<file path="src/rtl/bin_to_dec_pkg.sv">
// Shared types and constants for the binary-to-decimal-ASCII formatter.
// BIN_TO_DEC_SIGNED_EN adds the SIGN state for two's-complement input.
package bin_to_dec_pkg;

    localparam int DEFAULT_WIDTH  = 32;
    localparam int DEFAULT_DIGITS = 10;

    localparam logic [7:0] ASCII_ZERO  = 8'h30;
    localparam logic [7:0] ASCII_MINUS = 8'h2D;

    typedef enum logic [2:0] {
        ST_IDLE,
        ST_CONVERT,
        ST_SCAN,
`ifdef BIN_TO_DEC_SIGNED_EN
        ST_SIGN,
`endif
        ST_EMIT
    } state_t;

    // ceil(width * log10(2)), in fixed point so it works at elaboration
    function automatic int min_digits(input int width);
        return (width * 30103 + 99999) / 100000;
    endfunction

endpackage

</file>
<file path="src/rtl/bin_to_dec_ascii_digit_adj.sv">
// Double-dabble correction cell: a BCD digit of 5 or more gets +3, no carry out.
module bcd_digit_adj (
    input  logic [3:0] d,
    output logic [3:0] q
);
    assign q = (d >= 4'd5) ? d + 4'd3 : d;
endmodule

</file>
<file path="src/rtl/bin_to_dec_ascii.sv">
// Binary to decimal ASCII streamer: serial double-dabble, then MSD-first digits, no leading zeros.
// Define BIN_TO_DEC_SIGNED_EN for two's-complement input with a leading '-' on negatives.
module bin_to_dec_ascii
    import bin_to_dec_pkg::*;
#(
    parameter int WIDTH  = DEFAULT_WIDTH,
    parameter int DIGITS = DEFAULT_DIGITS
) (
    input  logic             clk,
    input  logic             rst,
    input  logic             in_valid,
    output logic             in_ready,
    input  logic [WIDTH-1:0] in_data,
    output logic             out_valid,
    input  logic             out_ready,
    output logic [7:0]       out_char,
    output logic             out_last,
    output logic             busy
);

    localparam int CNT_W = (WIDTH > 1) ? $clog2(WIDTH) : 1;
    localparam int PTR_W = (DIGITS > 1) ? $clog2(DIGITS) : 1;
    localparam logic [CNT_W-1:0] CNT_INIT = CNT_W'(WIDTH - 1);
    localparam logic [CNT_W-1:0] CNT_ONE  = 1;
    localparam logic [PTR_W-1:0] PTR_ONE  = 1;

    generate
        if (DIGITS < min_digits(WIDTH)) begin : g_digits_chk
            $error("bin_to_dec_ascii: DIGITS too small to hold WIDTH-bit values");
        end
    endgenerate

    state_t                 state;
    logic [WIDTH-1:0]       shreg;
    logic [WIDTH-1:0]       mag;
    logic [DIGITS-1:0][3:0] bcd;
    logic [DIGITS-1:0][3:0] bcd_adj;
    logic [CNT_W-1:0]       cnt;
    logic [PTR_W-1:0]       ptr;
    logic [PTR_W-1:0]       ptr_dec;
    logic [PTR_W-1:0]       msd;
    logic [DIGITS*4+WIDTH-1:0] shifted;
`ifdef BIN_TO_DEC_SIGNED_EN
    logic                   neg;
`endif

    function automatic logic [7:0] ascii(input logic [3:0] d);
        return ASCII_ZERO + {4'b0000, d};
    endfunction

    genvar g;
    generate
        for (g = 0; g < DIGITS; g++) begin : g_adj
            bcd_digit_adj u_adj (
                .d (bcd[g]),
                .q (bcd_adj[g])
            );
        end
    endgenerate

    assign shifted = {bcd_adj, shreg} << 1;

`ifdef BIN_TO_DEC_SIGNED_EN
    // -2^(WIDTH-1) negates to itself, which is already the right unsigned magnitude
    assign mag = in_data[WIDTH-1] ? -in_data : in_data;
`else
    assign mag = in_data;
`endif

    // Highest non-zero digit wins; an all-zero value leaves msd at 0 so one '0' goes out
    always_comb begin
        msd = '0;
        for (int i = 0; i < DIGITS; i++)
            if (bcd[i] != 4'd0)
                msd = PTR_W'(i);
    end

    assign ptr_dec  = ptr - PTR_ONE;
    assign in_ready = (state == ST_IDLE) && !rst;
    assign busy     = (state != ST_IDLE);

    always_ff @(posedge clk) begin
        if (rst) begin
            state     <= ST_IDLE;
            shreg     <= '0;
            bcd       <= '0;
            cnt       <= '0;
            ptr       <= '0;
            out_valid <= 1'b0;
            out_char  <= 8'h00;
            out_last  <= 1'b0;
`ifdef BIN_TO_DEC_SIGNED_EN
            neg       <= 1'b0;
`endif
        end else begin
            case (state)
                ST_IDLE: begin
                    if (in_valid) begin
                        shreg <= mag;
                        bcd   <= '0;
                        cnt   <= CNT_INIT;
`ifdef BIN_TO_DEC_SIGNED_EN
                        neg   <= in_data[WIDTH-1];
`endif
                        state <= ST_CONVERT;
                    end
                end
                ST_CONVERT: begin
                    {bcd, shreg} <= shifted;
                    cnt          <= cnt - CNT_ONE;
                    if (cnt == '0)
                        state <= ST_SCAN;
                end
                ST_SCAN: begin
                    ptr       <= msd;
                    out_valid <= 1'b1;
`ifdef BIN_TO_DEC_SIGNED_EN
                    if (neg) begin
                        out_char <= ASCII_MINUS;
                        out_last <= 1'b0;
                        state    <= ST_SIGN;
                    end else begin
                        out_char <= ascii(bcd[msd]);
                        out_last <= (msd == '0);
                        state    <= ST_EMIT;
                    end
`else
                    out_char  <= ascii(bcd[msd]);
                    out_last  <= (msd == '0);
                    state     <= ST_EMIT;
`endif
                end
`ifdef BIN_TO_DEC_SIGNED_EN
                ST_SIGN: begin
                    if (out_ready) begin
                        out_char <= ascii(bcd[ptr]);
                        out_last <= (ptr == '0);
                        state    <= ST_EMIT;
                    end
                end
`endif
                ST_EMIT: begin
                    if (out_ready) begin
                        if (ptr == '0) begin
                            out_valid <= 1'b0;
                            out_char  <= 8'h00;
                            out_last  <= 1'b0;
                            state     <= ST_IDLE;
                        end else begin
                            ptr      <= ptr_dec;
                            out_char <= ascii(bcd[ptr_dec]);
                            out_last <= (ptr_dec == '0);
                        end
                    end
                end
                default: state <= ST_IDLE;
            endcase
        end
    end

endmodule

</file>
<file path="config.mk">
export PLATFORM = sky130hd
export DESIGN_NAME = bin_to_dec_ascii
export DESIGN_NICKNAME = d
export VERILOG_FILES = /design/src/rtl/bin_to_dec_pkg.sv /design/src/rtl/bin_to_dec_ascii_digit_adj.sv /design/src/rtl/bin_to_dec_ascii.sv
export SDC_FILE = /design/constraint.sdc
export NUM_CORES = 1
export LEC_CHECK = 0
export CAP_MARGIN = 20
export CORE_AREA = 4 4 116 118
export CTS_CLUSTER_SIZE = 20
export DETAILED_ROUTE_END_ITERATION = 10
export DIE_AREA = 0 0 120 122
export PLACE_DENSITY = 0.7
export REMOVE_ABC_BUFFERS = 1
export SYNTH_ARGS = -nofsm -noshare
export SYNTH_HDL_FRONTEND = slang
export SYNTH_SLANG_ARGS = --single-unit
export TNS_END_PERCENT = 100
</file>
<file path="constraint.sdc">
create_clock -name clk -period 3.9 [get_ports clk]
set_input_delay 0.39 -clock clk [delete_from_list [all_inputs] [get_ports clk]]
set_output_delay 0.39 -clock clk [all_outputs]
set_load 0.05 [all_outputs]
</file>
Word-level counts from Yosys, hierarchy flattened. Cells that the tools add are included. Widths: inputs -> output; s select.

Bits in registers: 94. Input bits: 36. Word-level logic and storage cells: 121.

$add $sub $neg: 14. Muxes and demuxes: 46. Reduce and logical (&&, ||, !) cells: 24. Equality and inequality tests: 8. Order comparisons: 12.

Operators with widths (count): $mux 4 (20); $pmux 40 s2 (1); $pmux 32 s2 (1); $ge 4x3->1 const B (10); $mux 40 (1); $add 4x2->4 const B (9); $reduce_bool 4->1 (9); $bmux 4 s4 (2); $mux 32 (1); $pmux 8 s2 (1); $mux 3 (5); $add 6x4->7 const A (2); $logic_not 4->1 (3); $pmux 3 s4 (1); $lt 4x5->1 const B (2); $ne 2x2->1 const B (5); $pmux 5 s2 (1); $mux 8 (1); $pmux 4 s2 (1); $mux 7 (1); $eq 3x2->1 const B (2); $reduce_and 3->1 (2); $logic_not 5->1 (1); $mux 1 (5); 14 further kinds (17).

Longest topological paths before layout. Gate-level depths: netlist of run 1.

Word-level depth: 14. Mapped depth: 11. Mapped depth without buffers: 9.

Cells and area by module. A second synthesis of run 1 with hierarchy kept.

Cells, all modules: 678. Area, all modules: 5630.4 um^2.

Modules (own cells, without submodules): bin_to_dec_ascii (times used 1, cells each 518, area each 4616.9 um^2); bcd_digit_adj (times used 10, cells each 16, area each 101.3 um^2).

Worst setup path after synthesis of run 1. Ideal clock, no wire load.

Path kind: reg-to-reg. From: register ptr[0]. To: register out_char[0]. Cell stages (with the launch flop): 12. Data required time: 3766 ps. Arrival time: 2591 ps. Path buffers: 2. Slack: 1175 ps. Library setup time: 134 ps. Clock period less this slack: 2725 ps. Cell sequence: dfxtp_1 -> buf_2 -> buf_1 -> inv_1 -> ha_1 -> xnor2_1 -> mux2i_1 -> nor2_1 -> a41oi_1 -> o221ai_1 -> a221oi_1 -> a211oi_1.

Cells in the longest elaborated chain, start to end: 7. Elaborated cells between the ends (all ways): 8. Those cells by class: 2 x add/sub; 5 x mux; 1 x reduce/logical.

RTL lines: start: declaration (RTL line bin_to_dec_ascii.sv:39) `logic [PTR_W-1:0] ptr;`; start signal: assignment (RTL line bin_to_dec_ascii.sv:115) `ptr <= msd;`; start signal: assignment (RTL line bin_to_dec_ascii.sv:150) `ptr <= ptr_dec;`; $sub 4x1->4 (RTL line bin_to_dec_ascii.sv:78) `assign ptr_dec = ptr - PTR_ONE;`; $bmux 4 s4 (RTL line bin_to_dec_ascii.sv:151) `out_char <= ascii(bcd[ptr_dec]);`; $mux 4 (not written as such) (RTL line bin_to_dec_ascii.sv:151); $add 6x4->7 (RTL line bin_to_dec_ascii.sv:48) `return ASCII_ZERO + {4'b0000, d};`; $mux 7 (*) (RTL line bin_to_dec_ascii.sv:144) `if (ptr == '0) begin`; $mux 8 (*) (RTL line bin_to_dec_ascii.sv:143) `if (out_ready) begin`; $pmux 8 s2 (*) (RTL line bin_to_dec_ascii.sv:96) `case (state)`; end signal: assignment (RTL line bin_to_dec_ascii.sv:128) `out_char <= ascii(bcd[msd]);`; end signal: assignment (RTL line bin_to_dec_ascii.sv:151); end: declaration (RTL line bin_to_dec_ascii.sv:16) `output logic [7:0] out_char,`.

Every way passes the cells marked *; elsewhere a longest branch is shown, timed or not. The select of a mux whose other input is x is not followed. A chain may end at the register's enable or synchronous reset.

Final worst setup path of run 1. Same ends and word-level chain as after synthesis.

==> flow_summary.toml, run 1 <==
[logic_synthesis]
synth_warnings = 0
synth-edff-count = 0
synth_cell_types = 63
ys_seq_elements = 90
syn_inst = 661
synth.avg_cell_area_sq_um = 8.29
ys_seq_area_frac = 0.329
synthArstFlopShare = 0
synthFlopType = "dfxtp_1"
synthesis.area_sq_um = 5480

[floorplanning]
io_pins = 48
coreArea_sq_um = 12500
initial_core_util = 0.439
die-area_sq_um = 14600
die_y_um = 122
rows = 41
die_w_um = 120

[global_routing]
grt_pass1_vias = 4812
grt_pass1_wl_mm = 23.3
grt_usage = 0.193
antenna_found_initial = 0
overflow = 0
grt_max_degree = 66

[place]
gp_congestion = 0.996
hpwl_mm = 9.70
portBuffers = 45

[critical_path]
reg2regPathDepth = 10
start_kind = "flip-flop"
worst_ep_required_time_ns = 4.10
rr_endpoint = "out_char[0]$_SDFFE_PP0P_"
slowest_stage = "ha_1"
reg2reg_from = "ptr[0]$_SDFFE_PP0P_"
ff2ff_setup_slack_ns = 1.10
cpPeakStageDelay_ns = 0.62
crit_path_end = "out_char[0]$_SDFFE_PP0P_"
arrival_ns = 3.00
crit_type = "flip-flop to flip-flop"
crit_path_end_kind = "flip-flop"
worst-path-max-fanout = 18
path_cells = "buf_4 -> inv_1 -> ha_1 -> mux4_2 -> mux2i_1 -> nor2_1 -> a41oi_1 -> o221ai_1 -> a221oi_1 -> a211oi_1"
crit_start = "ptr[0]$_SDFFE_PP0P_"

[cts]
clock_latency_ns = 0.35
cts_root_buffer = "clkbuf_16"
ctsResizeCount = 0
cts_tree = "built"
cts_buffers = 9
clock_sinks = 90
post_cts_buffers = 0
cts_max_level = 3
hold_buffers = 0
clk_pin_slew_ns = 0.07
clock_path_buffers = 2

[drt]
wl_per_cell_um = 16.0
top_layer_used = "met4"
drc = 0
dr.pass1.iters = 5
drt-total-wl_mm = 13.8
route.met2.wl_mm = 6.49
detail_route.vias_per_cell = 5.73
drt-met1-wl_mm = 6.21
route.met3.wl_um = 840
ant_nets = 0
via_count = 4933
drt_iter0_drc = 349

[timing]
hold_violations = 0
skew_ns = 0.00871
whs_ns = 0.486
rsz0062_at_grt = "false"
post-route-period-util = 0.717
worst_pin_slew_ns = 0.863
post-route-min-period_ns = 2.80
setup_violations = 0
fmax_mhz = 358
relSlewSlack = 0.423
finalSetupTns_ns = 0
maxSlewViolCount = 0

[power]
swShare = 0.384
p_seq_frac = 0.359
p_int_uw = 2150
power_density_nw_per_um2 = 550
p_clk_frac = 0.268
ir_worst_vdd_mv = 0.365
p_switching_uw = 1340
leakage_uw = 0.00232
combPwrFrac = 0.373

[min_path]
worstHoldPathCells = 2
min_path_type = "flip-flop to flip-flop"

[final_layout]
layout.nets = 754
area_growth_pct = 15.6
final_cell_mix = "90 x nor2_1, 90 x dfxtp_1, 52 x a21oi_1"
drive_above_1_share = 0.0769
antenna_cells = 0

[outcome]
status = "complete, no violations"

[run]
cap_viol_max_count = 0
-- cells in the mapped netlist (all sizes together) (4+ instances only) --
| library cell | count | area share |
|---|---|---|
| nor2 | 91 | 0.063 |
| dfxtp | 90 | 0.33 |
| a21oi | 53 | 0.050 |
| o21ai | 46 | 0.042 |
| nor3 | 38 | 0.036 |
| ha | 34 | 0.078 |
| inv | 34 | 0.023 |
| clkbuf | 29 | 0.024 |
| a22oi | 28 | 0.038 |
| nand2 | 28 | 0.020 |
| mux2i | 26 | 0.048 |
| a211oi | 21 | 0.029 |
| o22ai | 20 | 0.023 |
| nand2b | 15 | 0.021 |
| nand3 | 14 | 0.014 |
| xnor2 | 14 | 0.022 |
| buf | 13 | 0.014 |
| nor3b | 12 | 0.022 |
| mux4 | 8 | 0.034 |
| or3b | 5 | 0.0085 |
| a221oi | 4 | 0.0064 |
| o211ai | 4 | 0.0055 |
| xor2 | 4 | 0.0064 |
-- power by group through the flow --
stage	sequential [uW]	combinational, uW	clock, uW
floorplan	1340	789	0
global placement	1250	1260	0
detailed placement	1270	1300	0
finish	1250	1300	934
CTS	1250	1310	946
global route	1270	1430	982
-- cell families after synthesis --
logic type	synth area share
other	0.000685
and+or+nand+nor	0.199
xor gates and xnor gates	0.0288
DFF	0.329
muxes	0.0873
adders and majority gates	0.0777
AOI/OAI and AO/OA	0.217
buffers and inverters	0.0605
-- how the worst min path moves through the flow --
stage | startpoint | end | slack [ns]
2_1_floorplan | cnt[0]$_SDFFE_PP0P_ | cnt[0]$_SDFFE_PP0P_ | 0.45
5_1_grt | out_char[4]$_SDFFE_PP0P_ | out_char[4]$_SDFFE_PP0P_ | 0.51
3_3_place_gp | out_char[4]$_SDFFE_PP0P_ | out_char[4]$_SDFFE_PP0P_ | 0.46
3_5_place_dp | out_char[4]$_SDFFE_PP0P_ | out_char[4]$_SDFFE_PP0P_ | 0.48
4_1_cts | out_char[4]$_SDFFE_PP0P_ | out_char[4]$_SDFFE_PP0P_ | 0.49
6_report | out_char[4]$_SDFFE_PP0P_ | out_char[4]$_SDFFE_PP0P_ | 0.49
-- per-layer routing --
| layer | up-vias | global-route usage |
|---|---|---|
| li1 | 2424 | - |
| met1 | 2319 | 0.247 |
| met2 | 164 | 0.328 |
| met3 | 26 | 0.0385 |
| met4 | 0 | 0.0630 |
| met5 | - | 0 |
-- worst max-delay path, delay by kind of cell (launching register included) --
family	cells	cell delay [ns]
muxes	2	0.59
buffers and inverters	2	0.36
and+or+nand+nor	1	0.06
AOI/OAI and AO/OA	4	0.71
adders and majority gates	1	0.62
DFF	1	0.31
-- per-stage QoR --
step / total power (uW) / instances / cell area (sq um) / worst slack (ns) / utilization
final: 3480 / 861 / 6330 / 1.10 / 0.508
after detailed placement: 2560 / 845 / 6010 / 1.19 / 0.482
after global placement: 2520 / 845 / 6010 / 1.29 / 0.482
after floorplan: 2130 / 620 / 5280 / 0.891 / -
after CTS: 3500 / 861 / 6330 / 1.14 / 0.508
after global routing: 3680 / 861 / 6330 / 0.916 / 0.508
-- layout make-up --
class,instances,area (sq um)
clock inverters,4,56.3
inverters,34,128
well taps,172,215
repair buffers,53,505
fillers,1205,6130
flip-flops and latches,90,1800
clock buffers,12,267
multi-input cells,496,3360
-- registers in the layout (all words and copies together) (netlist names) --
| name | count |
|---|---|
| bcd | 40 |
| cnt | 5 |
| out_char | 5 |
| out_last | 1 |
| out_valid | 1 |
| ptr | 4 |
| shreg | 32 |
| state | 2 |
Note: power is estimated with default switching activity, not from simulation.
==> inputs of run 2 (changes only) <==
- PLACE_DENSITY: 0.7 -> 0.72
- clock period: 3.9 -> 2.3 ns (I/O delays scaled with it)
==> flow_summary.toml, run 2 (synthesized netlist as in run 1, its figures left out) <==
[final_layout]
final_util = 0.545
area_growth_pct = 24.0
multi_input_area_sq_um = 3420
final_cell_mix = "90 x nor2_1, 90 x dfxtp_1, 53 x buf_4"
seq_area_sq_um = 1800
regMostFlops = "bcd"
largestRegisters = "bcd (40), shreg (32)"
layout.nets = 802
largest_reg_flops = 40
drive_above_1_share = 0.155
stdcell_area_sq_um = 6790
antenna_cells = 0
fillers = 1146

[timing]
worst_pin_slew_ns = 0.527
setup_violations = 0
skew_ns = 0.00937
relSlewSlack = 0.648
fmax_mhz = 451
maxSlewViolCount = 0
post-route-min-period_ns = 2.22
hold_violations = 0
whs_ns = 0.266
rsz0062_at_grt = "true"
post-route-period-util = 0.963

[critical_path]
crit_type = "flip-flop to flip-flop"
ff2ff_setup_slack_ns = 0.08
start_kind = "flip-flop"
worst_ep_required_time_ns = 2.54
arrival_ns = 2.45
crit_path_end_kind = "flip-flop"
worst-path-max-fanout = 6

[cts]
hold_buffers = 0
cts_buffers = 9
cts_tree = "built"
clock_path_buffers = 2
clk_pin_slew_ns = 0.07
cts_max_level = 3
clock_latency_ns = 0.35
cts_root_buffer = "clkbuf_16"
clock_sinks = 90

[power]
leakage_uw = 0.00259
p_total_uw = 6130
ir_worst_vdd_mv = 0.686
power_density_nw_per_um2 = 903

[place]
place_area_sq_um = 6390
hpwl_mm = 10.8
gp_congestion = 0.913
portBuffers = 45

[global_routing]
antenna_found_initial = 0
grt_pass1_wl_mm = 24.7
grt_usage = 0.207
grt_max_degree = 46
grt_pass1_vias = 5186
overflow = 0

[drt]
drt_iter0_drc = 367
via_count = 5194
dr.pass1.iters = 8
ant_nets = 0
drt-total-wl_mm = 14.9
detail_route.vias_per_cell = 5.71
wl_per_cell_um = 16.4
drc = 0

[floorplanning]
rows = 41
coreArea_sq_um = 12500
die_w_um = 120
initial_core_util = 0.439
die_y_um = 122
die-area_sq_um = 14600
io_pins = 48

[min_path]
min_path_type = "primary input to flip-flop"

[outcome]
status = "complete, no violations"

[run]
cap_viol_max_count = 0
==> run 2: cell type report <==
cell class | count | area share
Inverter | 34 | 0.0188
Clock inverter | 6 | 0.0140
Timing Repair Buffer | 101 | 0.132
Clock buffer | 10 | 0.0352
Tap cell | 172 | 0.0317
Multi-Input combinational cell | 496 | 0.503
Sequential cell | 90 | 0.265
==> run 2: path summary, 6_finish.rpt <==
| kind | startpoint | cells after the start | endpoint |
|---|---|---|---|
| worst max-delay path | bcd[13]$_SDFFE_PP0P_ | 9 | out_char[3]$_SDFFE_PP0P_ |
| worst min-delay path | rst | 2 | bcd[32]$_SDFFE_PP0P_ |
| worst max register to register | bcd[13]$_SDFFE_PP0P_ | 9 | out_char[3]$_SDFFE_PP0P_ |
| worst min register to register | out_char[4]$_SDFFE_PP0P_ | 2 | out_char[4]$_SDFFE_PP0P_ |
==> run 2: report_power, final <==
| group | total, uW | internal [uW] | switching, uW |
|---|---|---|---|
| sequential | 2110 | 1900 | 214 |
| clock | 1680 | 999 | 684 |
| combinational | 2340 | 884 | 1450 |
==> run 2: repair_timing <==
item	CTS	global route
buffers inserted	0	1
setup endpoints to repair	2	5
pin swaps	0	7
resized for setup	3	15
==> run 2: routing by layer <==
layer	track usage	routed length, um	up-vias	part of all wire
met2	0.365	7250	174	0.49
li1	-	-	2511	-
met1	0.258	6530	2484	0.44
met3	0.0413	885	25	0.060
met4	0.0544	206	0	0.014
met5	0	0	-	0
==> run 2: worst max-delay path, cell delays in order (launching register included) <==
cell	delay [ns]
dfxtp_1	0.31
inv_1	0.07
ha_1	0.17
or3b_4	0.41
nand2b_4	0.18
a21oi_4	0.18
nand2b_4	0.18
mux2_2	0.35
a31oi_2	0.20
o41ai_2	0.07
==> run 2: stage by stage <==
stage	std cells	setup WS (ns)	setup TNS, ns
floorplan	620	-0.709	-26.04
global placement	892	0.0999	0
detailed placement	892	-0.0211	-0.0211
CTS	908	0.0187	0
global route	909	-0.0188	-0.0341
finish	909	0.0847	0
